**config.mk**
```make
export PLATFORM = sky130hd
export DESIGN_NAME = max6675_sample_scheduler
export DESIGN_NICKNAME = d
export VERILOG_FILES = /design/src/rtl/max6675_sample_scheduler.sv
export SDC_FILE = /design/constraint.sdc
export NUM_CORES = 1
export LEC_CHECK = 0
export ABC_AREA = 1
export CORE_MARGIN = 2
export CORE_UTILIZATION = 50
export CTS_BUF_LIST = sky130_fd_sc_hd__clkbuf_4 sky130_fd_sc_hd__clkbuf_8
export DETAILED_ROUTE_END_ITERATION = 8
export PLACE_DENSITY = 0.69
export SETUP_SLACK_MARGIN = 0.3
export SYNTH_ARGS = -nofsm -noshare
export SYNTH_HDL_FRONTEND = slang
export SYNTH_SLANG_ARGS = --single-unit
export TNS_END_PERCENT = 5
```
**constraint.sdc**
```tcl
create_clock -name clk -period 7.62 [get_ports clk]
set_input_delay 0.762 -clock clk [delete_from_list [all_inputs] [get_ports clk]]
set_output_delay 0.762 -clock clk [all_outputs]
set_load 0.01 [all_outputs]
```
**src/rtl/max6675_sample_scheduler.sv**
```systemverilog
// Read scheduler for a MAX6675 frame engine: paces reads against the conversion time,
// validates frames, and publishes temperature plus a moving average with fault flags.
module max6675_sample_scheduler #(
  parameter int unsigned CONV_CYCLES    = 12_500_000,
  parameter int unsigned PERIOD_CYCLES  = 25_000_000,
  parameter int unsigned TIMEOUT_CYCLES = 4096,
  parameter int unsigned AVG_LOG2       = 2
) (
  input  logic        clk,
  input  logic        rst,
  input  logic        enable,
  input  logic        req,
  output logic        frame_start,
  input  logic        frame_busy,
  input  logic        frame_done,
  input  logic [15:0] frame_data,
  output logic [11:0] temperature,
  output logic [11:0] temp_avg,
  output logic        data_valid,
  output logic        fault_open,
  output logic        fault_timeout
);

  localparam int unsigned DEPTH = 1 << AVG_LOG2;
  localparam int unsigned TW    = $clog2(PERIOD_CYCLES + 1);
  localparam int unsigned WW    = $clog2(TIMEOUT_CYCLES + 1);
  localparam int unsigned SW    = 12 + AVG_LOG2;
  localparam int unsigned PW    = (AVG_LOG2 > 0) ? AVG_LOG2 : 1;

  localparam logic [TW-1:0] PERIOD_T = TW'(PERIOD_CYCLES);
  localparam logic [TW-1:0] CONV_T   = TW'(CONV_CYCLES);
  localparam logic [WW-1:0] WD_LAST  = WW'(TIMEOUT_CYCLES - 1);

  localparam logic [2:0] IDLE      = 3'd0;
  localparam logic [2:0] WAIT_CONV = 3'd1;
  localparam logic [2:0] START     = 3'd2;
  localparam logic [2:0] WAIT_DONE = 3'd3;
  localparam logic [2:0] CHECK     = 3'd4;
  localparam logic [2:0] PUBLISH   = 3'd5;

  logic [2:0]    state_q, state_d;
  logic [TW-1:0] timer_q, timer_d;
  logic [WW-1:0] wd_q, wd_d;
  logic          req_q, req_d;
  logic [12:0]   data_q, data_d;  // frame_data[14:2]: temperature and open-TC bit
  logic [11:0]   temp_q, temp_d;
  logic          open_q, open_d;
  logic          tmo_q, tmo_d;
  logic [SW-1:0] sum_q, sum_d;
  logic [PW-1:0] ptr_q, ptr_d;
  logic          filled_q, filled_d;
  logic [11:0]   win_q [DEPTH];
  logic          push;
  logic [11:0]   temp_new;
  logic [SW-1:0] avg_full;
  logic          unused_bits;

  assign unused_bits = ^{frame_data[15], frame_data[1:0]};
  assign temp_new    = data_q[12:1];

  always_comb begin
    state_d     = state_q;
    timer_d     = timer_q;
    wd_d        = wd_q;
    req_d       = req_q | req;
    data_d      = data_q;
    temp_d      = temp_q;
    open_d      = open_q;
    tmo_d       = tmo_q;
    push        = 1'b0;
    frame_start = 1'b0;
    data_valid  = 1'b0;

    if (state_q != WAIT_DONE && timer_q != PERIOD_T) begin
      timer_d = timer_q + TW'(1);
    end

    case (state_q)
      IDLE: begin
        if (enable || req_q) state_d = WAIT_CONV;
      end
      WAIT_CONV: begin
        if ((enable && timer_q >= PERIOD_T) || (req_q && timer_q >= CONV_T)) begin
          state_d = START;
        end else if (!enable && !req_q) begin
          state_d = IDLE;
        end
      end
      START: begin
        wd_d = '0;
        if (!frame_busy) begin
          frame_start = 1'b1;
          state_d     = WAIT_DONE;
        end
      end
      WAIT_DONE: begin
        // frame_done takes priority over a watchdog expiry in the same cycle
        if (frame_done) begin
          data_d  = frame_data[14:2];
          timer_d = '0;
          state_d = CHECK;
        end else if (wd_q == WD_LAST) begin
          tmo_d   = 1'b1;
          timer_d = '0;
          req_d   = req;
          state_d = WAIT_CONV;
        end else begin
          wd_d = wd_q + WW'(1);
        end
      end
      CHECK: begin
        req_d = req;
        if (data_q[0]) begin
          open_d  = 1'b1;
          state_d = WAIT_CONV;
        end else begin
          open_d  = 1'b0;
          tmo_d   = 1'b0;
          temp_d  = temp_new;
          push    = 1'b1;
          state_d = PUBLISH;
        end
      end
      PUBLISH: begin
        data_valid = 1'b1;
        state_d    = WAIT_CONV;
      end
      default: state_d = IDLE;
    endcase
  end

  always_comb begin
    sum_d    = sum_q;
    ptr_d    = ptr_q;
    filled_d = filled_q;
    if (push) begin
      if (!filled_q) begin
        sum_d    = SW'(temp_new) << AVG_LOG2;
        ptr_d    = '0;
        filled_d = 1'b1;
      end else begin
        sum_d = sum_q - SW'(win_q[ptr_q]) + SW'(temp_new);
        ptr_d = (ptr_q == PW'(DEPTH - 1)) ? '0 : ptr_q + PW'(1);
      end
    end
  end

  always_ff @(posedge clk or negedge rst) begin
    if (!rst) begin
      state_q  <= IDLE;
      timer_q  <= '0;
      wd_q     <= '0;
      req_q    <= 1'b0;
      data_q   <= '0;
      temp_q   <= '0;
      open_q   <= 1'b0;
      tmo_q    <= 1'b0;
      sum_q    <= '0;
      ptr_q    <= '0;
      filled_q <= 1'b0;
      for (int i = 0; i < DEPTH; i++) win_q[i] <= '0;
    end else begin
      state_q  <= state_d;
      timer_q  <= timer_d;
      wd_q     <= wd_d;
      req_q    <= req_d;
      data_q   <= data_d;
      temp_q   <= temp_d;
      open_q   <= open_d;
      tmo_q    <= tmo_d;
      sum_q    <= sum_d;
      ptr_q    <= ptr_d;
      filled_q <= filled_d;
      if (push) begin
        // the first sample after reset seeds every slot so the average starts at it
        if (!filled_q) begin
          for (int i = 0; i < DEPTH; i++) win_q[i] <= temp_new;
        end else begin
          win_q[ptr_q] <= temp_new;
        end
      end
    end
  end

  assign avg_full      = sum_q >> AVG_LOG2;
  assign temp_avg      = avg_full[11:0];
  assign temperature   = temp_q;
  assign fault_open    = open_q;
  assign fault_timeout = tmo_q;

endmodule
```
* After elaboration in Yosys (flattened, before gate mapping)
Index checks and enable logic that the tools add are counted.
** Storage, ports and cells
- Flip-flop bits (word level) :: 134
- Logic and storage cells :: 99
- Output and inout bits :: 28
- Input bits :: 22
** Cells by class
- Muxes and demuxes :: 38
- Reduce and logical (&&, ||, !) cells :: 17
- Bitwise gates (word level) :: 3
- Equality and inequality tests :: 17
- Add/sub/neg operators :: 5
- Magnitude comparators :: 4
** Operator list (number)
- 25-bit two-way mux :: 4
- 48-bit bitwise mux :: 1
- 48-bit two-way mux :: 1
- 12-bit two-way mux :: 3
- 13-bit two-way mux :: 2
- 13-bit case mux with 2 select lines :: 1
- 25-bit by 1-bit adder with 25-bit output (second input constant) :: 1
- 25-bit by 24-bit >= comparator with 1-bit output (second input constant) :: 1
- 25-bit >= comparator (second input constant) :: 1
- 25-bit != test (second input constant) :: 1
- 12-bit binary-select mux with 2-bit select :: 1
- 12-bit demux with 2-bit select :: 1
- 3-bit two-way mux :: 7
- 3-bit case mux with 6 select lines :: 1
- 14-bit by 12-bit adder with 14-bit output :: 1
- 14-bit two-way mux :: 1
- 14-bit by 12-bit subtractor with 14-bit output :: 1
- 13-bit by 1-bit adder with 13-bit output (second input constant) :: 1
- 13-bit by 12-bit == test with 1-bit output (second input constant) :: 1
- 2-bit != test (second input constant) :: 6
- 1-bit two-way mux :: 11
- 4-bit AND reduction :: 2
- 3-bit by 2-bit == test with 1-bit output (second input constant) :: 2
- 3-bit == test (second input constant) :: 2
- 19 further kinds :: 30

* Depth between registers and ports, before layout
- Word-level depth :: 7
- Gate-level depth with buffers :: 18

* Worst setup path before layout
OpenSTA, ideal clock, no wires.
- Path type :: reg2reg
- From :: reg ptr_q[0]
- To :: reg sum_q[13]
- Required time :: 7.497 ns
- Path slack :: 4.722 ns
- Arrival time :: 2.775 ns
- Stages on the path, launching flop included :: 18
- Setup time :: 0.123 ns
- Clock period less this slack :: 2.898 ns
- Cells stage by stage :: dfrtp_1 > clkinv_1 > clkbuf_1 > nor2_1 > o22ai_1 > fa_1 > inv_1 > ha_1 > a21oi_1 > nor2_1 > nor2_1 > nor2_1 > nor2_1 > nand2_1 > nand2_1 > nand2_1 > o21ai_0 > nand2_1
** On the way
- Word-level cells in the longest chain between the ends :: 7
** Ends and longest elaborated chain
- from (decl) :: RTL line 50 : logic [PW-1:0] ptr_q, ptr_d;
- from (signal assigned) :: RTL line 172 : ptr_q <= ptr_d;
- 2-bit NOT with 3-bit output (implied by the code) :: RTL line 142 : sum_d = sum_q - SW'(win_q[ptr_q]) + SW'(temp_new);
- 12-bit binary-select mux with 2-bit select :: RTL line 142
- 12-bit two-way mux (implied by the code) (2 in a row) :: RTL line 142
- 14-bit by 12-bit subtractor with 14-bit output :: RTL line 142
- 14-bit by 12-bit adder with 14-bit output :: RTL line 142
- 14-bit two-way mux :: RTL line 137 : if (!filled_q) begin
- to (signal assigned) :: RTL line 171 : sum_q <= sum_d;
- to (decl) :: RTL line 49 : logic [SW-1:0] sum_q, sum_d;
Every way passes these cells. The select of a mux whose other input is x is not followed.
A chain may end at the register's enable or synchronous reset.

* Worst setup path after layout
- From :: reg ptr_q[0]
- To :: reg sum_q[7]
Same word-level chain as after synthesis.

==> out/qor.json <==
{
  "outcome": {
    "run_status": "complete, no violations"
  },
  "cts": {
    "cts.sinks": 134,
    "cts-root-to-sink-buffers": 2,
    "cts_setup_buffers": 0,
    "postCtsResizedCells": 0,
    "h-tree-depth": 4,
    "cts_tree": "done",
    "clk_latency_ns": 0.47,
    "clk_root_buffer_cell": "sky130_fd_sc_hd__clkbuf_8",
    "cts_made_buffers": 17,
    "holdBufCountCts": 0,
    "clkSlewWorstSetupHoldPaths_ns": 0.08
  },
  "critical_path": {
    "arrival_ns": 4.91,
    "worst_setup_path_end_kind": "flop",
    "critPathLaunchType": "flop",
    "worst-setup-path-type": "reg -> reg",
    "max_stage_delay_on_crit_path_ns": 0.95,
    "cp.required_ns": 7.94,
    "cp_cell_sequence": "clkinv_1 > o21ai_0 > o22ai_1 > fa_1 > inv_1 > ha_1 > a21oi_1 > nand2_1 > nand2_1 > nand2_1 > nand2_1 > a21oi_1 > o21ai_0 > o21ai_0",
    "cpMostUsedCell": "sky130_fd_sc_hd__nand2_1",
    "critical-path-slowest-cell": "sky130_fd_sc_hd__clkinv_1",
    "timing.critical_path.fanout_max": 28
  },
  "flow_run": {
    "drv_cap": 0
  },
  "drt": {
    "drc": 0,
    "viasPerCell": 5.25,
    "vias": 6710,
    "drt_pass1_iterations": 5,
    "final_antenna_net_count": 0,
    "final_wirelength_mm": 18.8,
    "wl_per_cell_um": 14.7,
    "drt_iter0_drc": 474
  },
  "logic_synthesis": {
    "post_synth_num_cell_types": 42,
    "postSynth.asyncResetShare_pct": 100,
    "synth_enable_flop_cells": 0,
    "syn_area_um2": 8000,
    "synth.yosys.seq_area_share_pct": 41.9,
    "dominantRegCellSynth": "sky130_fd_sc_hd__dfrtp_1",
    "synth_nets": 1084,
    "post_synth.cell_area_avg_um2": 7.78,
    "post_synth_inst_count": 1029,
    "synth.ff_latch_count": 134,
    "warnings_from_yosys": 0
  },
  "power_and_ir_drop": {
    "sequentialPowerShare_pct": 29.5,
    "report.power.total_mw": 4.16,
    "power.share.switching_pct": 48.5,
    "power.internal_mw": 2.14,
    "netSwitchingPower_mw": 2.02,
    "power_frac_comb_pct": 56.9,
    "power_density_nw_per_um2": 469,
    "irDropWorstVdd_mv": 0.297,
    "leakage_power_nw": 4.17,
    "p_clk_share_pct": 13.5
  },
  "timing": {
    "timing.max_slew.rel_slack_pct": 39.7,
    "period_share_pct": 60.3,
    "final_period_minus_worst_setup_slack_ns": 4.60,
    "rsz0062_at_grt": "false",
    "worstMarginPinSlew_ns": 0.905,
    "fmax_ghz": 0.218,
    "tns_ns": 0,
    "setup_violations": 0,
    "final.setup_skew_ns": 0.00954,
    "finalWorstSetupSlack_ns": 3.02,
    "timing.final.hold_violations": 0,
    "final_max_slew_viol_count": 0
  },
  "floorplan": {
    "num_rows": 46,
    "boundaryPins": 50,
    "initial_utilization_pct": 50.8,
    "die_x_um": 131,
    "dieHeight_um": 131,
    "die_area_um2": 17000,
    "core_region_area_um2": 15800
  },
  "layout": {
    "fraction_of_layout_cells_with_a_size_suffix_above_1_pct": 8.47,
    "final_core_util_pct": 56.2,
    "layout-area-overhead-vs-synth_pct": 10.7,
    "finish.cell_count_without_fillers": 1279,
    "antenna-diode-count": 0,
    "count_of_nets_after_finishing": 1106
  },
  "place": {
    "dp_hpwl_mm": 13.1,
    "place_congestion": 0.893,
    "port-buffer-count": 46,
    "preCtsSetupSlack_ns": 3.08,
    "cell_count_after_placement": 1248
  },
  "global_routing": {
    "vias_in_the_first_global_route": 6460,
    "gr-total-overflow": 0,
    "grt_start_max_net_pins": 80,
    "groute.usage.overall_pct": 23.6,
    "grt_first_pass_wirelength_mm": 31.3,
    "grt_antenna_before_repair": 0
  },
  "worst_hold_path": {
    "worstHoldPathType": "in -> async"
  }
}
[flip-flops by register name (all words and copies together) (netlist names)]
register	count
data_q	13
fault_open	1
fault_timeout	1
filled_q	1
ptr_q	2
req_q	1
state_q	3
sum_q	14
temperature	12
timer_q	25
wd_q	13
win_q	48
[critical path: cells and delay by family (launching register included)]
family	cells	cell delay, ns
compound gates	6	1.20
fa+ha+maj	2	0.87
buf+inv	2	0.99
flops	1	0.94
simple gates	4	0.43
[metrics by stage]
step | hold slack (ns) | cell area, um2
after CTS | 0.360 | 8860
after global routing | 0.378 | 8860
final | 0.302 | 8860
after floorplan | 0.466 | 8000
after global placement | 0.458 | 8490
after detailed placement | 0.462 | 8490
[path summary, 6_finish.rpt]
check	start	end	slack [ns]	cells past startpoint
setup / recovery	ptr_q[0]$_DFFE_PN0P_	sum_q[7]$_DFFE_PN0P_	3.02	14
hold / removal	rst	timer_q[16]$_DFF_PN0_	0.30	1
setup reg to reg	ptr_q[0]$_DFFE_PN0P_	sum_q[7]$_DFFE_PN0P_	3.02	14
hold reg to reg	temperature[6]$_DFFE_PN0P_	temperature[6]$_DFFE_PN0P_	0.47	2
max in group asynchronous	rst	sum_q[8]$_DFFE_PN0P_	6.09	2
min in group clk	temperature[6]$_DFFE_PN0P_	temperature[6]$_DFFE_PN0P_	0.47	2
[routing by layer]
metal	track usage (%)	up-vias	share of wire [%]
li1	-	3375	-
met1	30.9	3136	46
met2	39.4	165	48
met3	4.52	34	4.3
met4	8.45	0	2.1
met5	0	-	0
[power groups by stage]
stage	registers (mW)	clock network [mW]	logic, mW
after floorplan	1.16	0	1.87
after global placement	1.23	0	2.31
after detailed placement	1.24	0	2.35
after CTS	1.23	0.573	2.37
after global routing	1.27	0.607	2.71
final	1.23	0.563	2.37
[cell families (layout without fill, tap and decap cells)]
kind of cell,after synthesis,count (layout),share of synthesized area [%]
adders and majority gates,33,33,6.28
buffers and inverters,173,207,9.61
AOI/OAI and AO/OA,226,226,14.7
xor gates and xnor gates,25,25,2.74
DFF,134,134,41.9
and+or+nand+nor,438,438,24.8
[synth_stat cells, types with 2 or more instances]
master | instances | area [um2]
sky130_fd_sc_hd__nand2_1 | 204 | 766
sky130_fd_sc_hd__o21ai_0 | 177 | 886
sky130_fd_sc_hd__dfrtp_1 | 134 | 3350
sky130_fd_sc_hd__nor2_1 | 121 | 454
sky130_fd_sc_hd__inv_1 | 111 | 417
sky130_fd_sc_hd__nand3_1 | 47 | 235
sky130_fd_sc_hd__xor2_1 | 24 | 210
sky130_fd_sc_hd__a21oi_1 | 22 | 110
sky130_fd_sc_hd__ha_1 | 21 | 263
sky130_fd_sc_hd__clkbuf_1 | 20 | 75.1
sky130_fd_sc_hd__o22ai_1 | 19 | 119
sky130_fd_sc_hd__buf_4 | 14 | 105
sky130_fd_sc_hd__nor3_1 | 14 | 70.1
sky130_fd_sc_hd__fa_1 | 12 | 240
sky130_fd_sc_hd__nand4_1 | 12 | 75.1
sky130_fd_sc_hd__inv_2 | 10 | 37.5
sky130_fd_sc_hd__nor2_2 | 9 | 56.3
sky130_fd_sc_hd__nor3_2 | 9 | 90.1
sky130_fd_sc_hd__buf_2 | 8 | 40.0
sky130_fd_sc_hd__nand2_2 | 6 | 37.5
sky130_fd_sc_hd__nor2_4 | 4 | 45.0
sky130_fd_sc_hd__nor2_8 | 4 | 80.1
sky130_fd_sc_hd__buf_6 | 2 | 22.5
sky130_fd_sc_hd__buf_8 | 2 | 30.0
sky130_fd_sc_hd__clkbuf_2 | 2 | 10.0
sky130_fd_sc_hd__nand2_4 | 2 | 22.5
sky130_fd_sc_hd__nand3_2 | 2 | 20.0
sky130_fd_sc_hd__o21ai_1 | 2 | 10.0
sky130_fd_sc_hd__o31ai_1 | 2 | 15.0
[layout make-up]
| cell class | instances | area, um2 |
|---|---|---|
| well taps | 216 | 270 |
| clock inverters | 11 | 104 |
| fillers | 1558 | 6910 |
| multi-input cells | 722 | 3880 |
| repair buffers | 52 | 507 |
| inverters | 124 | 483 |
| clock buffers | 20 | 263 |
| flip-flops and latches | 134 | 3350 |
[cells in the final DEF, fill, tap and decap left out, types with 2 or more instances in the layout]
cell	Yosys	layout
sky130_fd_sc_hd__nand2_1	204	204
sky130_fd_sc_hd__o21ai_0	177	177
sky130_fd_sc_hd__dfrtp_1	134	134
sky130_fd_sc_hd__nor2_1	121	121
sky130_fd_sc_hd__inv_1	111	111
sky130_fd_sc_hd__nand3_1	47	47
sky130_fd_sc_hd__clkdlybuf4s50_1	0	45
sky130_fd_sc_hd__xor2_1	24	24
sky130_fd_sc_hd__a21oi_1	22	22
sky130_fd_sc_hd__ha_1	21	21
sky130_fd_sc_hd__o22ai_1	19	19
sky130_fd_sc_hd__clkbuf_8	0	18
sky130_fd_sc_hd__nor3_1	14	14
sky130_fd_sc_hd__nand4_1	12	12
sky130_fd_sc_hd__fa_1	12	12
sky130_fd_sc_hd__inv_2	10	10
sky130_fd_sc_hd__nor2_2	9	9
sky130_fd_sc_hd__nor3_2	9	9
sky130_fd_sc_hd__nand2_2	6	6
sky130_fd_sc_hd__buf_4	14	6
sky130_fd_sc_hd__nor2_8	4	4
sky130_fd_sc_hd__nor2_4	4	4
sky130_fd_sc_hd__clkinv_4	0	4
sky130_fd_sc_hd__clkinv_2	0	3
sky130_fd_sc_hd__nand2_4	2	2
sky130_fd_sc_hd__inv_6	1	2
sky130_fd_sc_hd__nand3_2	2	2
sky130_fd_sc_hd__o21ai_1	2	2
sky130_fd_sc_hd__o31ai_1	2	2
sky130_fd_sc_hd__clkbuf_4	0	2
sky130_fd_sc_hd__clkinvlp_4	0	2
No activity file was read; power rests on OpenSTA's default activity.
